<file path="config.mk">
export PLATFORM = sky130hd
export DESIGN_NAME = ps2_kbd_sequencer_flat
export DESIGN_NICKNAME = d
export VERILOG_FILES = /design/src/rtl/ps2_kbd_sequencer_if.sv /design/src/rtl/ps2_kbd_sequencer.sv /design/src/flat_wrapper.sv
export SDC_FILE = /design/constraint.sdc
export NUM_CORES = 1
export LEC_CHECK = 0
export BUFFER_PORTS_ARGS = -buffer_cell sky130_fd_sc_hd__buf_4
export CAP_MARGIN = 20
export CORE_UTILIZATION = 45
export DETAILED_ROUTE_END_ITERATION = 10
export SLEW_MARGIN = 5
export SYNTH_ARGS = -nofsm -noshare
export SYNTH_HDL_FRONTEND = slang
export SYNTH_SLANG_ARGS = --single-unit
</file>
<file path="constraint.sdc">
create_clock -name clk -period 3.1 [get_ports clk]
set_input_delay 0.62 -clock clk [delete_from_list [all_inputs] [get_ports clk]]
set_output_delay 0.62 -clock clk [all_outputs]
set_load 0.01 [all_outputs]
</file>
<file path="src/rtl/ps2_kbd_sequencer_if.sv">
`default_nettype none
// ============================================================================
// Module   : ps2_kbd_sequencer_if
// Purpose  : Byte link to the PS/2 interface plus the key-event stream.
// Revision : 1.0 - initial release
// ============================================================================
interface ps2_kbd_sequencer_if;
    logic [7:0] tx_data;
    logic       write_data;
    logic [7:0] rx_data;
    logic       read_data;
    logic       busy;
    logic       err;
    logic       key_valid;
    logic       key_ready;
    logic [7:0] key_code;
    logic       key_ext;
    logic       key_break;
    logic       key_overrun;

    modport master (
        output tx_data, write_data, key_valid, key_code, key_ext, key_break, key_overrun,
        input  rx_data, read_data, busy, err, key_ready
    );

    modport slave (
        input  tx_data, write_data, key_valid, key_code, key_ext, key_break, key_overrun,
        output rx_data, read_data, busy, err, key_ready
    );
endinterface
`default_nettype wire

</file>
<file path="src/rtl/ps2_kbd_sequencer.sv">
`default_nettype none
// ============================================================================
// Module   : ps2_kbd_sequencer
// Purpose  : Keyboard bring-up, LED command sequencing with ACK/resend/retry,
//            and scancode-to-key-event parsing on a valid/ready stream.
// Revision : 1.0 - initial release
// ============================================================================
module ps2_kbd_sequencer #(
    parameter int ACK_TIMEOUT = 2_500_000,
    parameter int BAT_TIMEOUT = 50_000_000,
    parameter int MAX_RETRY   = 3
) (
    input  logic                       clk,
    input  logic                       reset,
    ps2_kbd_sequencer_if.master        bus,
    input  logic                       led_req,
    input  logic [2:0]                 led_val,
    output logic                       led_ack,
    output logic                       kbd_ready,
    output logic                       kbd_fail
);

    localparam int TMO_MAX = (ACK_TIMEOUT > BAT_TIMEOUT) ? ACK_TIMEOUT : BAT_TIMEOUT;
    localparam int TMO_W   = (TMO_MAX > 1) ? $clog2(TMO_MAX) : 1;
    localparam int RTY_W   = (MAX_RETRY > 0) ? $clog2(MAX_RETRY + 1) : 1;

    localparam logic [TMO_W-1:0] ACK_LAST  = TMO_W'(ACK_TIMEOUT - 1);
    localparam logic [TMO_W-1:0] BAT_LAST  = TMO_W'(BAT_TIMEOUT - 1);
    localparam logic [RTY_W-1:0] RETRY_MAX = RTY_W'(MAX_RETRY);

    localparam logic [2:0] ST_SEND     = 3'd0;
    localparam logic [2:0] ST_WAIT_TX  = 3'd1;
    localparam logic [2:0] ST_WAIT_ACK = 3'd2;
    localparam logic [2:0] ST_WAIT_BAT = 3'd3;
    localparam logic [2:0] ST_IDLE     = 3'd4;
    localparam logic [2:0] ST_FAIL     = 3'd5;

    // Return target: what follows an ACK of the current byte
    localparam logic [1:0] SEQ_INIT    = 2'd0;
    localparam logic [1:0] SEQ_LED_CMD = 2'd1;
    localparam logic [1:0] SEQ_LED_VAL = 2'd2;

    localparam logic [7:0] CMD_RESET    = 8'hFF;
    localparam logic [7:0] CMD_LED      = 8'hED;
    localparam logic [7:0] RSP_ACK      = 8'hFA;
    localparam logic [7:0] RSP_RESEND   = 8'hFE;
    localparam logic [7:0] RSP_BAT_OK   = 8'hAA;
    localparam logic [7:0] RSP_BAT_FAIL = 8'hFC;
    localparam logic [7:0] PFX_EXT      = 8'hE0;
    localparam logic [7:0] PFX_BRK      = 8'hF0;

    logic [2:0]       state;
    logic [1:0]       seq;
    logic [7:0]       cur_byte;
    logic [2:0]       led_lat;
    logic [RTY_W-1:0] retry_cnt;
    logic [TMO_W-1:0] tmo_cnt;
    logic             ext_flag;
    logic             brk_flag;

    logic in_resp;
    logic rsp_byte;
    logic to_parser;
    logic evt_form;
    logic tmo_hit;
    logic rx_ack;
    logic rx_resend;

    always_comb begin
        in_resp   = (state == ST_WAIT_ACK) || (state == ST_WAIT_BAT);
        rsp_byte  = (bus.rx_data == RSP_ACK) || (bus.rx_data == RSP_RESEND) ||
                    (bus.rx_data == RSP_BAT_OK) || (bus.rx_data == RSP_BAT_FAIL);
        to_parser = bus.read_data && !(in_resp && rsp_byte);
        evt_form  = to_parser && !bus.err &&
                    (bus.rx_data != PFX_EXT) && (bus.rx_data != PFX_BRK);
        tmo_hit   = (state == ST_WAIT_BAT) ? (tmo_cnt == BAT_LAST) : (tmo_cnt == ACK_LAST);
        rx_ack    = bus.read_data && (bus.rx_data == RSP_ACK);
        rx_resend = bus.read_data && (bus.rx_data == RSP_RESEND);
    end

    always_ff @(posedge clk or negedge reset) begin
        if (!reset) begin
            state          <= ST_SEND;
            seq            <= SEQ_INIT;
            cur_byte       <= CMD_RESET;
            led_lat        <= 3'b000;
            retry_cnt      <= '0;
            tmo_cnt        <= '0;
            bus.tx_data    <= 8'h00;
            bus.write_data <= 1'b0;
            led_ack        <= 1'b0;
            kbd_ready      <= 1'b0;
            kbd_fail       <= 1'b0;
        end else begin
            bus.write_data <= 1'b0;
            led_ack        <= 1'b0;
            case (state)
                ST_SEND: begin
                    if (!bus.busy) begin
                        bus.tx_data    <= cur_byte;
                        bus.write_data <= 1'b1;
                        state          <= ST_WAIT_TX;
                    end
                end
                ST_WAIT_TX: begin
                    if (!bus.busy) begin
                        tmo_cnt <= '0;
                        state   <= ST_WAIT_ACK;
                    end
                end
                ST_WAIT_ACK: begin
                    // Counter parks on its last value so a timeout masked by a received byte fires next cycle
                    if (!tmo_hit) tmo_cnt <= tmo_cnt + 1'b1;
                    if (rx_ack) begin
                        retry_cnt <= '0;
                        case (seq)
                            SEQ_INIT: begin
                                tmo_cnt <= '0;
                                state   <= ST_WAIT_BAT;
                            end
                            SEQ_LED_CMD: begin
                                cur_byte <= {5'b00000, led_lat};
                                seq      <= SEQ_LED_VAL;
                                state    <= ST_SEND;
                            end
                            default: begin
                                led_ack <= 1'b1;
                                state   <= ST_IDLE;
                            end
                        endcase
                    end else if (rx_resend || bus.err || (tmo_hit && !bus.read_data)) begin
                        if (retry_cnt == RETRY_MAX) begin
                            kbd_ready <= 1'b0;
                            kbd_fail  <= 1'b1;
                            state     <= ST_FAIL;
                        end else begin
                            retry_cnt <= retry_cnt + 1'b1;
                            state     <= ST_SEND;
                        end
                    end
                end
                ST_WAIT_BAT: begin
                    if (!tmo_hit) tmo_cnt <= tmo_cnt + 1'b1;
                    if (bus.read_data && (bus.rx_data == RSP_BAT_OK)) begin
                        kbd_ready <= 1'b1;
                        state     <= ST_IDLE;
                    end else if ((bus.read_data && (bus.rx_data == RSP_BAT_FAIL)) ||
                                 (tmo_hit && !bus.read_data)) begin
                        kbd_ready <= 1'b0;
                        kbd_fail  <= 1'b1;
                        state     <= ST_FAIL;
                    end
                end
                ST_IDLE: begin
                    if (led_req && !led_ack) begin
                        led_lat   <= led_val;
                        cur_byte  <= CMD_LED;
                        seq       <= SEQ_LED_CMD;
                        retry_cnt <= '0;
                        state     <= ST_SEND;
                    end
                end
                ST_FAIL: begin
                    kbd_ready <= 1'b0;
                    kbd_fail  <= 1'b1;
                end
                default: begin
                    kbd_ready <= 1'b0;
                    kbd_fail  <= 1'b1;
                    state     <= ST_FAIL;
                end
            endcase
        end
    end

    // Parser and event register; a busy slot drops new events unless accepted this cycle
    always_ff @(posedge clk or negedge reset) begin
        if (!reset) begin
            ext_flag        <= 1'b0;
            brk_flag        <= 1'b0;
            bus.key_valid   <= 1'b0;
            bus.key_code    <= 8'h00;
            bus.key_ext     <= 1'b0;
            bus.key_break   <= 1'b0;
            bus.key_overrun <= 1'b0;
        end else begin
            bus.key_overrun <= 1'b0;
            if (bus.err) begin
                ext_flag <= 1'b0;
                brk_flag <= 1'b0;
            end else if (to_parser) begin
                if (bus.rx_data == PFX_EXT) begin
                    ext_flag <= 1'b1;
                end else if (bus.rx_data == PFX_BRK) begin
                    brk_flag <= 1'b1;
                end else begin
                    ext_flag <= 1'b0;
                    brk_flag <= 1'b0;
                end
            end

            if (evt_form) begin
                if (!bus.key_valid || bus.key_ready) begin
                    bus.key_valid <= 1'b1;
                    bus.key_code  <= bus.rx_data;
                    bus.key_ext   <= ext_flag;
                    bus.key_break <= brk_flag;
                end else begin
                    bus.key_overrun <= 1'b1;
                end
            end else if (bus.key_ready) begin
                bus.key_valid <= 1'b0;
            end
        end
    end

endmodule
`default_nettype wire

</file>
<file path="src/flat_wrapper.sv">
// flat-port wrapper written by rule: the top's interface ports become plain ports
module ps2_kbd_sequencer_flat 
#(
    parameter int ACK_TIMEOUT = 2_500_000,
    parameter int BAT_TIMEOUT = 50_000_000,
    parameter int MAX_RETRY   = 3
)
  (clk, reset, led_req, led_val, led_ack, kbd_ready, kbd_fail, bus_tx_data, bus_write_data, bus_key_valid, bus_key_code, bus_key_ext, bus_key_break, bus_key_overrun, bus_rx_data, bus_read_data, bus_busy, bus_err, bus_key_ready);
  ps2_kbd_sequencer_if bus_i ();
  input  logic clk;
  input  logic reset;
  input  logic led_req;
  input  logic [2:0] led_val;
  output logic led_ack;
  output logic kbd_ready;
  output logic kbd_fail;
  output wire logic [$bits(bus_i.tx_data)-1:0] bus_tx_data;
  output wire logic [$bits(bus_i.write_data)-1:0] bus_write_data;
  output wire logic [$bits(bus_i.key_valid)-1:0] bus_key_valid;
  output wire logic [$bits(bus_i.key_code)-1:0] bus_key_code;
  output wire logic [$bits(bus_i.key_ext)-1:0] bus_key_ext;
  output wire logic [$bits(bus_i.key_break)-1:0] bus_key_break;
  output wire logic [$bits(bus_i.key_overrun)-1:0] bus_key_overrun;
  input wire logic [$bits(bus_i.rx_data)-1:0] bus_rx_data;
  input wire logic [$bits(bus_i.read_data)-1:0] bus_read_data;
  input wire logic [$bits(bus_i.busy)-1:0] bus_busy;
  input wire logic [$bits(bus_i.err)-1:0] bus_err;
  input wire logic [$bits(bus_i.key_ready)-1:0] bus_key_ready;
  assign bus_tx_data = bus_i.tx_data;
  assign bus_write_data = bus_i.write_data;
  assign bus_key_valid = bus_i.key_valid;
  assign bus_key_code = bus_i.key_code;
  assign bus_key_ext = bus_i.key_ext;
  assign bus_key_break = bus_i.key_break;
  assign bus_key_overrun = bus_i.key_overrun;
  assign bus_i.rx_data = bus_rx_data;
  assign bus_i.read_data = bus_read_data;
  assign bus_i.busy = bus_busy;
  assign bus_i.err = bus_err;
  assign bus_i.key_ready = bus_key_ready;
  ps2_kbd_sequencer #(.ACK_TIMEOUT(ACK_TIMEOUT), .BAT_TIMEOUT(BAT_TIMEOUT), .MAX_RETRY(MAX_RETRY)) u_core (.clk(clk), .reset(reset), .bus(bus_i), .led_req(led_req), .led_val(led_val), .led_ack(led_ack), .kbd_ready(kbd_ready), .kbd_fail(kbd_fail));
endmodule
</file>
==> flow_summary.json <==
{
  "peakVddDrop_mv": 0.3023,
  "boundaryPins": 42,
  "syn_nets": 398,
  "firstDrtPassIters": 4,
  "crit_type": "flip-flop to flip-flop",
  "hpwl_um": 5761,
  "root_buffer": "clkbuf_8",
  "antenna_found_initial": 0,
  "max_cap_viol_count": 0,
  "drc": 0,
  "avgRoutedWirePerCell_um": 15.60,
  "p_int_mw": 1.880,
  "seqPwrFrac_pct": 42.1,
  "ctsResizeCount": 0,
  "grt_pass1_vias": 2822,
  "synth_ff_type": "dfrtp_1",
  "pwr-share-clk_pct": 27.9,
  "fp-row-count": 31,
  "worstMarginPinSlew_ns": 0.8288,
  "rsz0062_at_grt": "no",
  "gp_congestion": 0.8689,
  "finalCriticalPeriod_ns": 2.568,
  "post_synth.cell_area_avg_um2": 9.252,
  "vias": 3014,
  "ys_ff_latch": 64,
  "grt.overflow.total": 0,
  "clkSlewWorstSetupHoldPaths_ns": 0.08,
  "start_kind": "flip-flop",
  "die_h_um": 90.16,
  "htreeDepth": 3,
  "grt_max_degree": 65,
  "ant_nets": 0,
  "initial_core_util_pct": 47.45,
  "diodes": 0,
  "finalSetupViolCount": 0,
  "cts.sinks": 64,
  "grt_usage_pct": 21.20,
  "power_frac_comb_pct": 30.1,
  "endpoint_kind": "flip-flop",
  "yosys_warnings": 0,
  "synth_seq_area_share_pct": 45.97,
  "cts_buffers": 9,
  "wirelength_um": 8081,
  "vias_per_cell": 5.819,
  "dpl_worst_slack_ns": 0.5059,
  "post_cts_buffers": 0,
  "area_growth_pct": 16.53,
  "die_x_um": 90.16,
  "p_per_area_mw_per_mm2": 709.0,
  "worstPathArrival_ns": 2.86,
  "slew_headroom_pct": 44.29,
  "hold_viol_final": 0,
  "layout_setup_ws_ns": 0.5316,
  "coreArea_mm2": 0.007370,
  "worst_ep_required_time_ns": 3.40,
  "grt_pass1_wl_um": 13810,
  "slew_violations": 0,
  "cts_buffer_depth": 2,
  "outcome": "finished clean",
  "nNetsFinal": 434,
  "synth_cell_types": 53,
  "drt_iter0_drc": 141,
  "clk_latency_ns": 0.35,
  "drive_gt1_share_pct": 20.76,
  "synth-edff-count": 0,
  "skew_ns": 0.01068,
  "synthArstFlopShare_pct": 100.0,
  "cts_tree": "yes",
  "switching_share_pct": 34.93,
  "hold_class": "input pin to asynchronous set/reset pin",
  "dieArea_mm2": 0.008128,
  "netlist_area_mm2": 0.003497,
  "crit_fanout": 5,
  "syn_inst": 378,
  "p_leak_nw": 1.736,
  "p_switching_mw": 1.009,
  "fin_crit_sh_pct": 82.85,
  "portBuffers": 41,
  "final.setup.tns_ns": 0,
  "max_freq_mhz": 389.3,
  "holdBufCountCts": 0
}
[state kept, by name (all words and copies together) (netlist names)]
register / cells
u_core.bus.key_code: 8
u_core.state: 3
u_core.kbd_fail: 1
u_core.bus.key_valid: 1
u_core.bus.tx_data: 5
u_core.brk_flag: 1
u_core.retry_cnt: 2
u_core.bus.key_overrun: 1
u_core.tmo_cnt: 26
u_core.bus.key_break: 1
u_core.ext_flag: 1
u_core.cur_byte: 5
u_core.kbd_ready: 1
u_core.bus.write_data: 1
u_core.led_ack: 1
u_core.bus.key_ext: 1
u_core.seq: 2
u_core.led_lat: 3
[layer usage]
metal  track usage (%)  vias up  wire [µm]
li1                  -     1475          -
met1             27.56     1470       3605
met2             34.67       62       4042
met3             4.653        7        341
met4             7.796        0         91
met5                 0        -          0
[worst max-delay path, cell delays in order (launching register included)]
cell and delay [ns]:
dfrtp_1 0.43, ha_1 0.26, nand4_1 0.28, or4_1 0.65, nor2_1 0.30, and3_1 0.22
nor4b_1 0.24, a21o_1 0.12
[synthesized netlist by cell type (all sizes together), types with 4 or more instances]
| cell | count | area share [%] |
|---|---|---|
| or3 | 5 | 0.89 |
| or4 | 5 | 1.1 |
| nand4 | 9 | 1.6 |
| and3 | 10 | 1.8 |
| o21ai | 37 | 5.3 |
| a31oi | 7 | 1.3 |
| a21oi | 19 | 2.7 |
| nor4 | 9 | 2.0 |
| buf | 13 | 2.5 |
| dfrtp | 59 | 42 |
| o31ai | 8 | 1.7 |
| mux2 | 16 | 5.2 |
| nor2b | 5 | 0.89 |
| clkbuf | 9 | 0.97 |
| nand2b | 5 | 0.89 |
| nor2 | 16 | 1.7 |
| nand2 | 53 | 5.7 |
| dfstp | 5 | 3.8 |
| inv | 13 | 1.4 |
| nor3 | 10 | 1.4 |
| and2 | 6 | 1.1 |
| o211ai | 4 | 0.86 |
| nand3 | 18 | 2.6 |
[final cells by class]
class                           instances  area, µm²
Tap cell                               99      123.9
Timing Repair Buffer                   47      352.8
Multi-Input combinational cell        279       1720
Fill cell                             696       3294
Clock inverter                          5      80.08
Clock buffer                           11      141.4
Sequential cell                        64       1608
Inverter                               13      48.80
[worst paths after layout]
check | from | endpoint | slack, ns | cells past startpoint
max in group asynchronous | reset | u_core.tmo_cnt[6] | 2.22 | 1
worst max register to register | u_core.tmo_cnt[0] | u_core.tmo_cnt[24] | 0.53 | 7
min in group clk | led_val[0] | u_core.led_lat[0] | 0.46 | 3
worst max-delay path | u_core.tmo_cnt[0] | u_core.tmo_cnt[24] | 0.53 | 7
worst min register to register | u_core.cur_byte[6] | u_core.cur_byte[6] | 0.47 | 2
worst min-delay path | reset | u_core.bus.tx_data[2] | 0.35 | 1
[power groups by stage]
| stage | Sequential [mW] | Combinational, mW | Clock (mW) |
|---|---|---|---|
| 2_1_floorplan | 1.17 | 0.640 | 0 |
| 3_3_place_gp | 1.22 | 0.862 | 0 |
| 3_5_place_dp | 1.23 | 0.876 | 0 |
| 4_1_cts | 1.21 | 0.877 | 0.826 |
| 5_1_grt | 1.25 | 0.966 | 0.851 |
| 6_report | 1.21 | 0.870 | 0.805 |
[cells in the final DEF, fill, tap and decap left out, types with 8 or more instances in the layout]
cell type and n:
and3_1 10, o21ai_0 23, nand2_1 53, clkbuf_8 10, nor2_1 16, nand3_1 18, o21ai_1 14, mux2_2 15
nor3_1 10, buf_4 47, a21oi_1 19, dfrtp_1 59, nand4_1 9, inv_1 13, o31ai_1 8
[metrics by stage]
step                util, %  power, mW  instance area, µm²  hold slack (ns)  std cells
floorplan                 -      1.811                3497           0.3244        378
global placement      52.29      2.087                3854           0.4526        502
detailed placement    52.29      2.104                3854           0.4570        502
CTS                   55.30      2.916                4075           0.3810        518
global route          55.30      3.066                4075           0.4368        518
finish                55.30      2.889                4075           0.3478        518
[cells by family after synthesis]
logic type / after synthesis / synth area share [%]
adders and majority gates: 2 / 0.7154
buffers and inverters: 35 / 4.830
DFF: 64 / 45.98
and+or+nand+nor: 164 / 25.05
muxes: 18 / 5.724
AOI/OAI and AO/OA: 95 / 17.71
Note: power is estimated with default switching activity, not from simulation.
